File: src/rtl/param_fifo_pkg.sv
// Shared constants and helpers for the parameterised FIFO.
// Optional first-word-fall-through read mode is selected by macro PARAM_FIFO_FWFT_EN.
package param_fifo_pkg;

   localparam int DEFAULT_WIDTH = 8;
   localparam int DEFAULT_DEPTH = 8;

   // Address width needed to index DEPTH entries (log2 of a power-of-two depth).
   function automatic int ptr_width(input int depth);
      return (depth > 1) ? $clog2(depth) : 1;
   endfunction

endpackage

File: src/rtl/param_fifo_mem.sv
// FIFO storage array: DEPTH x WIDTH, one synchronous write port, one
// asynchronous read port. Contents are never reset.
module param_fifo_mem
   import param_fifo_pkg::*;
#(
   parameter int WIDTH = DEFAULT_WIDTH,
   parameter int DEPTH = DEFAULT_DEPTH,
   parameter int AW    = ptr_width(DEPTH)
) (
   input  logic             clk,
   input  logic             wr_en,
   input  logic [AW-1:0]    wr_addr,
   input  logic [WIDTH-1:0] wr_data,
   input  logic [AW-1:0]    rd_addr,
   output logic [WIDTH-1:0] rd_data
);

   logic [WIDTH-1:0] mem [DEPTH];

   // Store the accepted word at the write address.
   always_ff @(posedge clk) begin
      if (wr_en) begin
         mem[wr_addr] <= wr_data;
      end
   end

   assign rd_data = mem[rd_addr];

endmodule

File: src/rtl/param_fifo.sv
// Parameterised synchronous FIFO: pointer/count control, status flags and
// overflow/underflow pulses; storage lives in param_fifo_mem.
// Define PARAM_FIFO_FWFT_EN for first-word-fall-through reads; otherwise
// rd_data is registered and updates on the edge that accepts a read.
module param_fifo
   import param_fifo_pkg::*;
#(
   parameter int WIDTH    = DEFAULT_WIDTH,
   parameter int DEPTH    = DEFAULT_DEPTH,
   parameter int AF_LEVEL = DEPTH - 1,
   parameter int AE_LEVEL = 1
) (
   input  logic                       clk,
   input  logic                       reset,
   input  logic                       wr_en,
   input  logic [WIDTH-1:0]           wr_data,
   input  logic                       rd_en,
   output logic [WIDTH-1:0]           rd_data,
   output logic                       full,
   output logic                       empty,
   output logic                       almost_full,
   output logic                       almost_empty,
   output logic [$clog2(DEPTH+1)-1:0] count,
   output logic                       overflow,
   output logic                       underflow
);

   localparam int AW = ptr_width(DEPTH);
   localparam int CW = $clog2(DEPTH + 1);
   localparam logic [CW-1:0] DEPTH_C = CW'(DEPTH);
   localparam logic [CW-1:0] AF_C    = CW'(AF_LEVEL);
   localparam logic [CW-1:0] AE_C    = CW'(AE_LEVEL);
   localparam logic [CW-1:0] ONE_C   = CW'(1);

   // Reject illegal configurations at elaboration time.
   generate
      if (DEPTH < 2 || (DEPTH & (DEPTH - 1)) != 0) begin : g_bad_depth
         $error("param_fifo: DEPTH must be a power of two and at least 2");
      end
      if (AE_LEVEL >= AF_LEVEL) begin : g_bad_levels
         $error("param_fifo: AE_LEVEL must be below AF_LEVEL");
      end
   endgenerate

   logic [AW-1:0]    wr_ptr_reg;
   logic [AW-1:0]    rd_ptr_reg;
   logic [CW-1:0]    count_reg;
   logic [CW-1:0]    count_next;
   logic             overflow_reg;
   logic             underflow_reg;
   logic             wr_accept;
   logic             rd_accept;
   logic [WIDTH-1:0] head_data;

   // Flags come straight from the registered occupancy.
   assign full         = (count_reg == DEPTH_C);
   assign empty        = (count_reg == '0);
   assign almost_full  = (count_reg >= AF_C);
   assign almost_empty = (count_reg <= AE_C);
   assign count        = count_reg;
   assign overflow     = overflow_reg;
   assign underflow    = underflow_reg;

   // At full a simultaneous read frees nothing this cycle, so the write is
   // still rejected; symmetrically at empty the read is rejected.
   assign wr_accept = wr_en && !full;
   assign rd_accept = rd_en && !empty;

   // Occupancy moves only when exactly one side is accepted.
   always_comb begin
      count_next = count_reg;
      case ({wr_accept, rd_accept})
         2'b10:   count_next = count_reg + ONE_C;
         2'b01:   count_next = count_reg - ONE_C;
         default: count_next = count_reg;
      endcase
   end

   // Pointer, occupancy and error-pulse registers.
   always_ff @(posedge clk or negedge reset) begin
      if (!reset) begin
         wr_ptr_reg    <= '0;
         rd_ptr_reg    <= '0;
         count_reg     <= '0;
         overflow_reg  <= 1'b0;
         underflow_reg <= 1'b0;
      end else begin
         if (wr_accept) begin
            wr_ptr_reg <= wr_ptr_reg + AW'(1);
         end
         if (rd_accept) begin
            rd_ptr_reg <= rd_ptr_reg + AW'(1);
         end
         count_reg     <= count_next;
         overflow_reg  <= wr_en && full;
         underflow_reg <= rd_en && empty;
      end
   end

   param_fifo_mem #(
      .WIDTH (WIDTH),
      .DEPTH (DEPTH),
      .AW    (AW)
   ) u_mem (
      .clk     (clk),
      .wr_en   (wr_accept),
      .wr_addr (wr_ptr_reg),
      .wr_data (wr_data),
      .rd_addr (rd_ptr_reg),
      .rd_data (head_data)
   );

`ifdef PARAM_FIFO_FWFT_EN
   // Head word is visible whenever the FIFO holds data; rd_en only pops.
   assign rd_data = head_data;
`else
   logic [WIDTH-1:0] rd_data_reg;

   // Capture the head word on the edge that accepts a read, hold otherwise.
   always_ff @(posedge clk or negedge reset) begin
      if (!reset) begin
         rd_data_reg <= '0;
      end else if (rd_accept) begin
         rd_data_reg <= head_data;
      end
   end

   assign rd_data = rd_data_reg;
`endif

endmodule

File: config.mk
export PLATFORM = sky130hd
export DESIGN_NAME = param_fifo
export DESIGN_NICKNAME = d
export VERILOG_FILES = /design/src/rtl/param_fifo_pkg.sv /design/src/rtl/param_fifo_mem.sv /design/src/rtl/param_fifo.sv
export SDC_FILE = /design/constraint.sdc
export NUM_CORES = 1
export LEC_CHECK = 0
export ABC_AREA = 1
export CORE_MARGIN = 2
export CORE_UTILIZATION = 50
export DETAILED_ROUTE_END_ITERATION = 8
export MAX_ROUTING_LAYER = met4
export PLACE_DENSITY = 0.81
export SYNTH_ARGS = -nofsm -noshare
export SYNTH_HDL_FRONTEND = slang
export SYNTH_SLANG_ARGS = --single-unit
File: constraint.sdc
create_clock -name clk -period 2.2 [get_ports clk]
set_clock_uncertainty 0.1 [all_clocks]
set_input_delay 0.66 -clock clk [delete_from_list [all_inputs] [get_ports clk]]
set_output_delay 0.66 -clock clk [all_outputs]
set_load 0.03 [all_outputs]
==> impl_results.rst <==
.. list-table::
   :header-rows: 1

   * - Metric
     - Value
   * - Status
     - finished clean
   * - Worst-case clock buffer depth
     - 2
   * - Max Fclk
     - 465.0 MHz
   * - Commonest non-fill, non-tap cell in the layout
     - nand2_1
   * - Worst Setup Slack, final
     - 49.28 ps
   * - Final count of hold timing violations
     - 0
   * - Critical path's largest stage delay
     - 670 ps
   * - Post-synthesis cell count
     - 363
   * - Final nets
     - 432
   * - Post-route minimum period
     - 2151 ps
   * - Pre-Repair DR Iteration Count
     - 4
   * - Crit path kind
     - register to output port
   * - Antenna violations before repair
     - 0
   * - Crit. Startpoint
     - rd_data[4]
   * - Detailed-route via count
     - 2533
   * - Final design instance area without fill
     - 0.004509 sq mm
   * - Cell family with the largest share of critical-path delay
     - buffers and inverters
   * - Power density relative to cell area
     - 1289 mW/mm^2
   * - Maximum fanout along the worst path
     - 2
   * - Min-Delay Startpoint
     - rd_data[2]
   * - Remaining global-route overflow
     - 0
   * - CP Cell Sequence
     - clkdlybuf4s50_1
   * - Clock tree root buffer cell
     - clkbuf_8
   * - Per-cell routed wire length
     - 14.26 um
   * - Site row count
     - 31
   * - Routability-driven placement congestion ratio
     - 0.8201
   * - Boundary pin count
     - 30
   * - Worst reg2reg startpoint
     - count[0]
   * - Vias per std cell
     - 4.899
   * - Worst setup timing slack at the placement stage
     - -152.0 ps
   * - Clock share of power
     - 17.6%
   * - TritonCTS sink count
     - 84
   * - Number of DRC markers after the initial detailed-route iteration
     - 136
   * - Total power
     - 0.005813 W
   * - Final-layout worst hold slack
     - 379.9 ps
   * - DIE WIDTH
     - 90.96 um
   * - Number of warnings printed during yosys synthesis
     - 0
   * - Switching power share of the total
     - 39.45%
   * - Cell area after synthesis
     - 0.003781 sq mm
   * - Count of buffers inserted at the top-level ports
     - 29
   * - Comb power frac
     - 42.6%
   * - Setup violators final
     - 0
   * - Global-route wire length before repair
     - 12.27 mm
   * - Core Region
     - 0.007292 sq mm
   * - Top library cells by usage in the layout, fill and taps aside
     - nand2_1 (112), edfxtp_1 (64), nand3_1 (41)
   * - Area Overhead vs Synth
     - 19.26%
   * - TritonCTS clock tree
     - built
   * - Clock slew at the register clock pins of the worst setup and hold paths
     - 80 ps
   * - Required time of the critical path
     - 1440 ps
   * - Number of hold buffers added after CTS
     - 0
   * - Antenna diodes
     - 0
   * - Area after DPL
     - 0.004260 sq mm
   * - Initial Util
     - 51.85%
   * - Max capacitance violation total
     - 0
   * - Die Ht
     - 90.96 um
   * - Clock latency at the later pin of the worst-skew pair
     - 350 ps
   * - Relative max-transition margin
     - 70.57%
   * - Share of power burned in registers
     - 39.9%
   * - Fraction of met2 tracks used by global routing
     - 33.21%
   * - Max reg flops
     - 64
   * - Count of antenna-violating nets left after detailed routing
     - 0
   * - Vias in the first global route
     - 2617
   * - Core Util, Final
     - 61.84%
   * - Floorplan die area
     - 0.008274 sq mm
   * - WP buf/inv
     - 1
   * - Flops & latches, synth
     - 84
   * - RSZ-0062 raised after global routing
     - yes
   * - Final critical-path share of the clock period
     - 97.76%
   * - Routing layer with the top usage in global route
     - met2
   * - Yosys cell types
     - 28
   * - Slew Limit Fails
     - 0
   * - GR met1 Demand/Resource
     - 22.78%
   * - Total Routed Length
     - 7.372 mm
   * - Maximum number of pins on one net before global-route repair
     - 34
   * - Pleak
     - 2.009 nW
   * - Nets in the synthesized netlist
     - 382
   * - Sequential area share after synthesis
     - 64.06%
   * - Slew at the pin closest to its max-slew limit
     - 441.4 ps
   * - Startpoint Class
     - register
   * - Fraction of final layout cells sized beyond drive strength 1
     - 22.97%
   * - Residual DRC
     - 0
   * - Total routing usage reported by global routing
     - 19.82%
   * - Placed wire-length estimate after detailed placement
     - 5.175 mm
   * - CP endpoint kind
     - output port
   * - Switching power
     - 0.002293 W
   * - Post-synthesis area per instance
     - 10.42 sq um
   * - Number of buffers added by the clock tree synthesis step
     - 9
   * - M3 GR Usage
     - 2.905%
   * - Data arrival time of the worst path
     - 1390 ps
   * - Library cell contributing the largest single delay on the critical path
     - clkdlybuf4s50_1
   * - CTS H-Tree Depth
     - 3
   * - Hold WC Path Type
     - register to register
   * - Worst VDD drop
     - 0.0006000 V
   * - Design internal power
     - 0.003520 W
-- Yosys cell counts (all sizes together) --
cell type | number | area, sq um
o21a | 1 | 7.510
buf | 11 | 82.58
inv | 68 | 260.3
dfrtp | 20 | 500.5
ha | 7 | 87.58
nand4 | 1 | 6.260
clkbuf | 1 | 3.750
nand3 | 50 | 295.3
o22ai | 1 | 6.260
o211ai | 1 | 7.510
o21ai | 5 | 28.77
xnor2 | 2 | 17.52
nand2 | 115 | 457.9
edfxtp | 64 | 1922
or2 | 1 | 8.760
xor2 | 4 | 35.03
nor2 | 11 | 53.80
-- kinds of logic (layout without fill, tap and decap cells) --
group,after synthesis,count (layout),synth area share (%)
simple gates,178,178,21.74
flops,84,84,64.06
fa+ha+maj,7,7,2.316
compound gates,8,8,1.324
xor+xnor,6,6,1.390
buf+inv,80,135,9.166
-- what timing repair did --
action,in CTS,in global routing
resized for setup,8,10
setup endpoints to repair,7,4
hold endpoints to repair,0,0
buffers inserted,4,0
pin swaps,0,2
-- metal layers --
metal	share of wire (%)	vias to the layer above
met5	0	-
met1	42	1214
met3	3.5	11
li1	-	1252
met4	1.8	0
met2	52	56
-- area by class of cell --
type	count	area (sq um)
Fill cell	593	2783
Sequential cell	84	2424
Multi-Input combinational cell	199	1039
Timing Repair Buffer	51	480.5
Inverter	68	260.3
Clock buffer	15	177.7
Tap cell	99	123.9
Clock inverter	1	5.005
-- path summary, 6_finish.rpt --
| kind | end | slack (ps) | cells past startpoint |
|---|---|---|---|
| worst min register to register | rd_data[2] | 380 | 2 |
| worst max-delay path | rd_data[4] | 50 | 1 |
| max in group asynchronous | count[0] | 1220 | 2 |
| worst min-delay path | rd_data[2] | 380 | 2 |
| worst max register to register | count[3] | 240 | 10 |
| min in group asynchronous | rd_data[3] | 530 | 2 |
-- per-stage QoR --
step           instances  TNS (ps)
2_1_floorplan        363         0
4_1_cts              517         0
3_3_place_gp         497    -29.16
6_report             517         0
3_5_place_dp         497    -242.7
5_1_grt              517    -12.46
-- power by group through the flow --
stage	Sequential (W)	Combinational [W]	Clock (W)
floorplan	0.00249	0.00147	0
global placement	0.00234	0.00229	0
detailed placement	0.00236	0.00238	0
CTS	0.00231	0.00246	0.00103
global route	0.00236	0.00272	0.00111
finish	0.00232	0.00247	0.00102
Power figures use the tool's default switching activity.
